--- src/rtl/hazard_scoreboard_pkg.sv ---
// Shared types for the hazard scoreboard: register address width and stall-cause encoding.
package hazard_pkg;

  localparam int unsigned REG_ADDR_W = 5;

  typedef enum logic [1:0] {
    CAUSE_NONE   = 2'b00,
    CAUSE_LOAD   = 2'b01,
    CAUSE_MDU    = 2'b10,
    CAUSE_STRUCT = 2'b11
  } cause_t;

  function automatic logic [31:0] sat_inc32(input logic [31:0] v);
    return (&v) ? v : v + 32'd1;
  endfunction

endpackage

--- src/rtl/hazard_scoreboard_reg_entry.sv ---
// One architectural register's scoreboard entry: load countdown plus MDU-pending flag.
module hazard_reg_entry #(
  parameter int unsigned CNT_W    = 3,
  parameter int unsigned LOAD_LAT = 0
) (
  input  logic clk,
  input  logic rst,
  input  logic load_set,
  input  logic mdu_set,
  input  logic mdu_clr,
  output logic load_busy,
  output logic mdu_busy
);

  logic [CNT_W-1:0] cnt;

  always_ff @(posedge clk) begin
    if (rst) begin
      cnt      <= '0;
      mdu_busy <= 1'b0;
    end else begin
      // A fresh load wins over this cycle's decrement.
      if (load_set) begin
        cnt <= CNT_W'(LOAD_LAT + 1);
      end else if (cnt != '0) begin
        cnt <= cnt - 1'b1;
      end
      if (mdu_set) begin
        mdu_busy <= 1'b1;
      end else if (mdu_clr) begin
        mdu_busy <= 1'b0;
      end
    end
  end

  assign load_busy = (cnt != '0);

endmodule

--- src/rtl/hazard_scoreboard.sv ---
// Per-register hazard scoreboard beside ID: stalls on load-use, MDU RAW/WAW and MDU structural hazards.
// Optional stall statistics counters are enabled with `define HAZARD_STATS_EN.
module hazard_scoreboard
  import hazard_pkg::*;
#(
  parameter int unsigned NUM_REGS  = 32,
  parameter int unsigned LOAD_LAT  = 0,
  parameter int unsigned MDU_DEPTH = 1,
  parameter int unsigned CNT_W     = 3
) (
  input  logic                             clk,
  input  logic                             rst,
  input  logic                             id_valid,
  input  logic [REG_ADDR_W-1:0]            id_rs1,
  input  logic [REG_ADDR_W-1:0]            id_rs2,
  input  logic                             id_rs1_used,
  input  logic                             id_rs2_used,
  input  logic [REG_ADDR_W-1:0]            id_rd,
  input  logic                             id_reg_write,
  input  logic                             id_is_load,
  input  logic                             id_is_mdu,
  input  logic                             flush,
  input  logic                             mdu_wb_valid,
  input  logic [REG_ADDR_W-1:0]            mdu_wb_rd,
  output logic                             stall,
  output logic                             issue,
  output logic [1:0]                       stall_cause,
  output logic [NUM_REGS-1:0]              busy_vec,
  output logic [$clog2(MDU_DEPTH+1)-1:0]   mdu_pending
`ifdef HAZARD_STATS_EN
  ,
  output logic [31:0]                      stat_load_stalls,
  output logic [31:0]                      stat_mdu_stalls
`endif
);

  localparam int unsigned PEND_W = $clog2(MDU_DEPTH + 1);

  logic [NUM_REGS-1:0] load_busy_vec;
  logic [NUM_REGS-1:0] mdu_busy_vec;
  logic                wr_en;
  logic                wr_load;
  logic                wr_mdu;
  logic                rd_chk;
  logic                haz_load;
  logic                haz_mdu;
  logic                haz_struct;
  logic                wb_hit;
  cause_t              cause;

  assign load_busy_vec[0] = 1'b0;
  assign mdu_busy_vec[0]  = 1'b0;

  assign wr_en   = issue & id_reg_write & (id_rd != '0);
  assign wr_load = wr_en & id_is_load;
  assign wr_mdu  = wr_en & id_is_mdu & ~id_is_load;

  for (genvar r = 1; r < NUM_REGS; r++) begin : g_entry
    hazard_reg_entry #(
      .CNT_W    (CNT_W),
      .LOAD_LAT (LOAD_LAT)
    ) u_entry (
      .clk       (clk),
      .rst       (rst),
      .load_set  (wr_load & (id_rd == REG_ADDR_W'(r))),
      .mdu_set   (wr_mdu & (id_rd == REG_ADDR_W'(r))),
      .mdu_clr   (mdu_wb_valid & (mdu_wb_rd == REG_ADDR_W'(r))),
      .load_busy (load_busy_vec[r]),
      .mdu_busy  (mdu_busy_vec[r])
    );
  end

  assign busy_vec = load_busy_vec | mdu_busy_vec;

  // WAW classifies by the kind of entry pending on id_rd; bit 0 of both vectors is tied low.
  assign rd_chk     = id_reg_write & (id_rd != '0);
  assign haz_load   = (id_rs1_used & load_busy_vec[id_rs1])
                    | (id_rs2_used & load_busy_vec[id_rs2])
                    | (rd_chk      & load_busy_vec[id_rd]);
  assign haz_mdu    = (id_rs1_used & mdu_busy_vec[id_rs1])
                    | (id_rs2_used & mdu_busy_vec[id_rs2])
                    | (rd_chk      & mdu_busy_vec[id_rd]);
  assign haz_struct = id_is_mdu & (mdu_pending == PEND_W'(MDU_DEPTH));

  always_comb begin
    cause = CAUSE_NONE;
    stall = 1'b0;
    issue = 1'b0;
    if (id_valid && !flush) begin
      if (haz_load) begin
        cause = CAUSE_LOAD;
      end else if (haz_mdu) begin
        cause = CAUSE_MDU;
      end else if (haz_struct) begin
        cause = CAUSE_STRUCT;
      end
      stall = (cause != CAUSE_NONE);
      issue = ~stall;
    end
  end

  assign stall_cause = cause;

  // Only a writeback that actually retires a pending entry frees an MDU slot.
  assign wb_hit = mdu_wb_valid & mdu_busy_vec[mdu_wb_rd];

  always_ff @(posedge clk) begin
    if (rst) begin
      mdu_pending <= '0;
    end else if (wr_mdu && !wb_hit) begin
      mdu_pending <= mdu_pending + 1'b1;
    end else if (wb_hit && !wr_mdu) begin
      mdu_pending <= mdu_pending - 1'b1;
    end
  end

`ifdef HAZARD_STATS_EN
  always_ff @(posedge clk) begin
    if (rst) begin
      stat_load_stalls <= '0;
      stat_mdu_stalls  <= '0;
    end else if (stall) begin
      if (cause == CAUSE_LOAD) begin
        stat_load_stalls <= sat_inc32(stat_load_stalls);
      end else begin
        stat_mdu_stalls <= sat_inc32(stat_mdu_stalls);
      end
    end
  end
`endif

endmodule

--- config.mk ---
export PLATFORM = sky130hd
export DESIGN_NAME = hazard_scoreboard
export DESIGN_NICKNAME = d
export VERILOG_FILES = /design/src/rtl/hazard_scoreboard_pkg.sv /design/src/rtl/hazard_scoreboard_reg_entry.sv /design/src/rtl/hazard_scoreboard.sv
export SDC_FILE = /design/constraint.sdc
export NUM_CORES = 1
export LEC_CHECK = 0
export BUFFER_PORTS_ARGS = -buffer_cell sky130_fd_sc_hd__buf_2
export CORE_AREA = 2 2 176 178
export CTS_CLUSTER_DIAMETER = 80
export DETAILED_ROUTE_END_ITERATION = 10
export DIE_AREA = 0 0 178 180
export SKIP_LAST_GASP = 1
export SLEW_MARGIN = 20
export SYNTH_ARGS = -nofsm -noshare
export SYNTH_HDL_FRONTEND = slang
export SYNTH_SLANG_ARGS = --single-unit
--- constraint.sdc ---
create_clock -name clk -period 3.9 [get_ports clk]
set_input_delay 0.39 -clock clk [delete_from_list [all_inputs] [get_ports clk]]
set_output_delay 0.39 -clock clk [all_outputs]
set_load 0.05 [all_outputs]
==> out/metrics.cfg, run 1 <==
[synth]
yosysTopAreaCell=dfxtp_1
ys_types=70
yosysMostFrequentCell=dfxtp_1
synth_area_per_cell_um2=8.725
synth-async-reset-ratio_pct=0
synth_common_cells=dfxtp_1, nor2_1, inv_1
ys_seq_area_share_pct=28.09
yosysWarnings=0
syn_inst=1021
yosys_most_used_dff=dfxtp_1
synth_area_leaders=dfxtp_1, mux4_2, ha_1, mux2i_1, nor2_1
yosys.area.top_type_share_pct=28.09
syn_nets=1113
syn_area_um2=8909
synth_edf_count=0
ys_seq_elements=125

[place]
dp_slack_ns=0.2608
dp_hpwl_um=23110
place_area_um2=9704
portBuffers=65
place_congestion=1.001

[timing]
rsz0062_at_grt=no
relSlewSlack_pct=45.80
fin_crit_ns=3.831
max_freq_mhz=261.0
slew_violations=0
layout_setup_ws_ns=0.06910
setup-violations-final=0
worst_slew_pin_slew_ns=0.8081
tns_ns=0
finalClockSkew_ns=0.01015
hold_violations=0
period_share_pct=98.23

[final_layout]
fillers=3086
area_growth_pct=16.25
multi_input_area_um2=5809
register_area_um2=2502
nets=1163
antenna_cells=0
drive_gt1_share_pct=19.58
design_area_um2=10360

[floorplanning]
die_h_um=180
coreArea_um2=30190
initial_core_util_pct=29.51
rows=64
dieArea_um2=32040
die_x_um=178
ios=67

[routing]
dr.pass1.iters=6
drt_iter0_markers=815
wl_per_cell_um=21.50
vias=8228
routed_via_density=5.563
wl_um=31800
postRouteAntennaNets=0
drcViolationCount=0

[cts]
cts-hold-fix-buffers=0
clockRootBuffer=clkbuf_16
clkLatencyLatePin_ns=0.43
cts_buffer_depth=2
clock_sinks=125
post_cts_buffers=0
tritoncts=done
clkTransAtPathRegs_ns=0.06
cts_buffers=17
htree_levels=4

[min_path]
min_path_type=input port to flip-flop

[worst_setup_path]
cp-end-kind=output pin
crit_path_frequent_cell=buf_2
rrSetupSlack_ns=0.73
cp-startpoint=id_rd[3]
start_kind=input port
reg2reg_depth=10
slowest_stage=or4_1
rr_startpoint=g_entry[3].u_entry.cnt[0]
cp.arrival_ns=3.44
critical_path_buf_inv_count=2
path_class=input port to output pin
path_cells=buf_2 -> or4_1 -> o21ai_0 -> a211oi_1 -> nor4_1 -> and3_1 -> buf_2
timing.rr.end=g_entry[17].u_entry.cnt[1]
crit_family=simple AND/OR/NAND/NOR gates
critPathRequiredTime_ns=3.51
critPathMaxFanout=24
cp-endpoint=issue
slowest_delay_ns=0.70
cp.depth=7

[grt]
overflow=0
grt_pass1_wl_um=48250
grt_usage_pct=20.07
antenna_found_initial=0
grt_pass1_vias=7733
grt_max_degree=43

[power]
leakage_uw=0.004229
ir_worst_vdd_mv=0.6010
power_density_nw_per_um2=816.9

[status]
status=finished clean

[flow_run]
maxCapViolCount=0

-- layout by cell type, fill, tap and decap left out, drive strengths merged, types with 4 or more instances in the layout --
| cell type | instances |
|---|---|
| nand2b | 55 |
| mux4 | 35 |
| and3 | 10 |
| nand4 | 7 |
| buf | 99 |
| nor3b | 4 |
| o311ai | 6 |
| nand2 | 38 |
| o21ai | 5 |
| a21oi | 33 |
| a221oi | 5 |
| xnor2 | 31 |
| nor2b | 21 |
| nor3 | 16 |
| ha | 62 |
| o211ai | 13 |
| o211a | 16 |
| nand3 | 30 |
| mux2i | 42 |
| nor2 | 111 |
| inv | 88 |
| bufinv | 5 |
| clkbuf | 20 |
| nand4b | 6 |
| dfxtp | 125 |
| o31ai | 32 |
| or3 | 5 |
| a211oi | 16 |
| and2 | 6 |
| mux2 | 8 |
| a22oi | 4 |
| o22ai | 35 |
| o31a | 16 |
| or2 | 28 |
-- logic make-up after synthesis --
kind of cell / after synthesis / synth area share, %
buffers and inverters: 156 / 6.854
muxes: 85 / 14.58
other: 1 / 0.04209
and+or+nand+nor: 356 / 21.15
DFF: 125 / 28.09
AOI/OAI and AO/OA: 205 / 17.53
xor gates and xnor gates: 31 / 3.048
adders and majority gates: 62 / 8.708
-- metrics by stage --
stage,util [%],cells,power [uW],hold slack [ns]
2_1_floorplan,-,1021,5496,0.4712
3_3_place_gp,32.15,1448,6558,0.4878
3_5_place_dp,32.15,1448,6645,0.5015
4_1_cts,34.26,1479,8461,0.4535
5_1_grt,34.30,1479,9039,0.4843
6_report,34.30,1479,8460,0.4463
-- area by class of cell --
type	instances	share of cell area (%)
multi-input cells	740	56.10
repair buffers	99	5.606
well taps	396	4.784
clock buffers	20	4.313
clock inverters	11	1.848
inverters	88	3.190
flip-flops and latches	125	24.16
-- state kept, by name, summed over array words and instances (netlist names) --
name and flops:
g_entry.u_entry.mdu_busy 31, mdu_pending 1, g_entry.u_entry.cnt 93
-- power by group --
group	internal [uW]	switching (uW)	leakage, uW
registers	1700	232	0.00103
logic	1770	2980	0.00290
clock network	1150	630	0.000302
total	4610	3850	0.00423
-- routing by layer --
layer | routed length [um] | part of all wire, % | GRT usage (%)
met1 | 13760 | 43 | 27.35
met5 | 0 | 0 | 0
met4 | 1212 | 3.8 | 7.311
met3 | 2770 | 8.7 | 5.034
met2 | 14060 | 44 | 30.51
-- repair_timing --
action | 4_1_cts | 5_1_grt
setup endpoints to repair | 0 | 2
endpoints found under the hold margin | 0 | 0
resized for setup | 0 | 2
-- worst min path at each step --
stage / slack, ns / end / depth (start not counted) / startpoint
after detailed placement: 0.50 / g_entry[11].u_entry.cnt[2] / 2 / g_entry[11].u_entry.cnt[2]
after global placement: 0.49 / g_entry[26].u_entry.cnt[2] / 2 / g_entry[26].u_entry.cnt[2]
final: 0.45 / g_entry[8].u_entry.cnt[2] / 2 / rst
after floorplan: 0.47 / g_entry[20].u_entry.cnt[2] / 2 / g_entry[20].u_entry.cnt[2]
after global routing: 0.48 / g_entry[11].u_entry.cnt[2] / 2 / rst
after CTS: 0.45 / g_entry[4].u_entry.mdu_busy / 5 / mdu_wb_rd[4]
(Power assumes the default switching activity.)
==> run 2, diff against run 1 <==
ABC_AREA = 1   (was not set)
CORE_AREA = 2 2 175 177   (was 2 2 176 178)
DIE_AREA = 0 0 177 179   (was 0 0 178 180)
clock period = 3.6 ns   (was 3.9 ns; I/O delays follow)
==> out/metrics.cfg, run 2 <==
[worst_setup_path]
cp-end-kind=output pin
cp.arrival_ns=3.02  ; -0.42 ns
crit_family=simple AND/OR/NAND/NOR gates
rr_startpoint=g_entry[1].u_entry.cnt[0]
reg2reg_depth=16  ; +6
critPathMaxFanout=13  ; -46%
slowest_delay_ns=0.42  ; -0.28 ns
critical_path_buf_inv_count=3  ; +1
slowest_stage=nor2_1
path_class=flip-flop to output pin
crit_path_frequent_cell=nand3_1
start_kind=flip-flop
rrSetupSlack_ns=0.67  ; -0.06 ns
timing.rr.end=g_entry[3].u_entry.cnt[1]
path_cells=inv_1 -> ha_1 -> inv_1 -> nor2_1 -> o21ai_0 -> nand3_1 -> nand3_1 -> nand2_1 -> nand2_1 -> nand3_1 -> nand4_1 -> nor2_4 -> buf_2
critPathRequiredTime_ns=3.24  ; -0.27 ns

[routing]
vias=9684  ; +18%
routed_via_density=5.151  ; -7.4%
drt_iter0_markers=1149  ; +41%
top_layer=met4
wl_um=32780  ; +3.1%
route.met2.wl_um=14150  ; +0.69%
postRouteAntennaNets=0  ; unchanged
drcViolationCount=0  ; unchanged
wl_per_cell_um=17.44  ; -19%
met3_length_um=3190  ; +15%
dr.pass1.iters=6  ; unchanged
drt-met1-wl_um=14560  ; +5.8%

[timing]
finalClockSkew_ns=0.02496  ; +0.01482 ns
tns_ns=0  ; unchanged
hold_violations=0  ; unchanged
worst_slew_pin_slew_ns=0.7938  ; -0.01429 ns
max_freq_mhz=295.8
relSlewSlack_pct=47.08  ; +1.3 points
period_share_pct=93.89
slew_violations=0  ; unchanged
fin_crit_ns=3.380
layout_setup_ws_ns=0.2198  ; +0.1507 ns
rsz0062_at_grt=no
setup-violations-final=0  ; unchanged

[synth]
yosysTopAreaCell=dfxtp_1
syn_nets=1515  ; +36%
yosysWarnings=0  ; unchanged
synth_common_cells=nand2_1, inv_1, nor2_1
syn_area_um2=8808  ; -1.1%
synth_edf_count=0  ; unchanged
ys_seq_elements=125  ; unchanged
yosys_most_used_dff=dfxtp_1
yosysMostFrequentCell=nand2_1
ys_types=28  ; -60%
ys_seq_area_share_pct=28.41  ; +0.32 points
synth_area_per_cell_um2=6.190  ; -29%
synth_area_leaders=dfxtp_1, nand2_1, ha_1, inv_1, a21oi_1
yosys.area.top_type_share_pct=28.41  ; +0.32 points
synth-async-reset-ratio_pct=0  ; unchanged
syn_inst=1423  ; +39%

[min_path]
min_from=id_is_mdu
min_path_type=input port to flip-flop
whs_path_depth=5  ; +3
min_to=g_entry[22].u_entry.mdu_busy

[cts]
cts-hold-fix-buffers=0  ; unchanged
cts_buffer_depth=2  ; unchanged
tritoncts=done
cts_buffers=17  ; unchanged
cts_resized=0  ; unchanged
post_cts_buffers=0  ; unchanged
htree_levels=4  ; unchanged
clockRootBuffer=clkbuf_16
clkLatencyLatePin_ns=0.44  ; about the same
clkTransAtPathRegs_ns=0.06  ; about the same
clock_sinks=125  ; unchanged

[place]
dp_hpwl_um=24510  ; +6.0%
place_area_um2=9579  ; -1.3%
place_congestion=1.007  ; +0.62%
portBuffers=65  ; unchanged
dp_slack_ns=0.5187  ; +0.2579 ns

[floorplanning]
die_h_um=179  ; -0.56%
coreArea_um2=30030  ; -0.53%
die_x_um=177  ; -0.56%
initial_core_util_pct=29.33  ; -0.18 points
ios=67  ; unchanged
dieArea_um2=31680  ; -1.1%
rows=64  ; unchanged

[grt]
grt_max_degree=63  ; +47%
grt_usage_pct=20.61  ; +0.54 points
grt_pass1_vias=8954  ; +16%
overflow=0  ; unchanged
antenna_found_initial=0  ; unchanged
grt_pass1_wl_um=49460  ; +2.5%

[final_layout]
final_common_cell=nand2_1
top_register=g_entry.u_entry.cnt
area_growth_pct=16.08
drive_gt1_share_pct=8.625  ; -11 points
mostFrequentLayoutCells=nand2_1, inv_1, nor2_1, a21oi_1, dfxtp_1
nets=1563  ; +34%
largest_register_ffs=93  ; unchanged
antenna_cells=0  ; unchanged
reg_top3=g_entry.u_entry.cnt x93, g_entry.u_entry.mdu_busy x31, mdu_pending x1
design_area_um2=10220  ; -1.3%

[status]
status=finished clean

[power]
leakage_uw=0.004625  ; +9.4%
ir_worst_vdd_mv=0.3473  ; -42%
power_density_nw_per_um2=872.6  ; +6.8%

[flow_run]
maxCapViolCount=0  ; unchanged

-- run 2: changes by cell type after synthesis, moves of 55 or more --
cell	before	now
a21oi_1	33	130
nand2b_1	55	0
nand2_1	38	325
inv_1	86	203
nand4_1	7	69
o21ai_0	5	116
nand3_1	30	101
-- run 2: routing by layer --
| layer | GRT usage, % | vias up |
|---|---|---|
| met1 | 27.29 | 4465 |
| li1 | - | 4704 |
| met3 | 5.895 | 65 |
| met2 | 31.92 | 450 |
| met5 | 0 | - |
| met4 | 7.163 | 0 |
-- run 2: cell families (layout without fill, tap and decap cells) --
kind of cell | Yosys count | in the layout | synth area share, %
adder cells (fa/ha/maj) | 62 | 62 | 8.807
AND/OR/NAND/NOR | 675 | 675 | 32.51
AO/OA/AOI/OAI | 263 | 263 | 15.24
buffers and inverters | 265 | 326 | 11.80
flip-flops | 125 | 125 | 28.41
other | 1 | 1 | 0.04257
XOR/XNOR | 32 | 32 | 3.182
-- run 2: worst reg2reg max path, stage by stage, from the launching register on --
cell and delay [ns]:
dfxtp_1 0.31, inv_1 0.08, ha_1 0.15, inv_1 0.04
nor2_1 0.42, o21ai_0 0.15, nand3_1 0.15, nand3_1 0.10
nand2_1 0.08, nand2_1 0.05, nand3_1 0.14, nand4_1 0.16
nor2_4 0.40, buf_4 0.23, nand4_1 0.15, nand2_1 0.15
nor2_1 0.05
-- run 2: final cells by class --
type / count / area, um2
Fill cell: 3345 / 19800
Multi-Input combinational cell: 1033 / 5276
Sequential cell: 125 / 2502
Inverter: 207 / 777.0
Timing Repair Buffer: 87 / 528.0
Tap cell: 396 / 495.5
Clock buffer: 23 / 488.0
Clock inverter: 9 / 157.7
-- run 2: worst max-delay path by stage --
stage | from | to | slack, ns | cells past startpoint
floorplan | id_rs1[1] | stall_cause[1] | 1.13 | 12
global placement | id_rs1[1] | issue | 0.46 | 11
finish | g_entry[1].u_entry.cnt[0] | issue | 0.22 | 13
detailed placement | id_rs1[1] | issue | 0.52 | 11
global route | g_entry[27].u_entry.cnt[0] | issue | 0.14 | 15
CTS | g_entry[1].u_entry.cnt[0] | issue | 0.29 | 13
-- run 2: where the power goes --
part           switching [uW]  total (uW)  internal, uW
registers                 208        2060          1850
clock network             680        1910          1230
logic                    3540        4950          1410
total                    4430        8920          4490
-- run 2: metrics by stage --
| stage | power (uW) | instances | hold slack, ns | utilization, % |
|---|---|---|---|---|
| after floorplan | 5673 | 1423 | 0.4435 | - |
| after global placement | 6884 | 1848 | 0.4552 | 31.90 |
| after detailed placement | 6982 | 1848 | 0.4730 | 31.90 |
| after CTS | 8924 | 1880 | 0.4586 | 34.05 |
| after global routing | 9640 | 1880 | 0.5025 | 34.05 |
| final | 8923 | 1880 | 0.4740 | 34.05 |
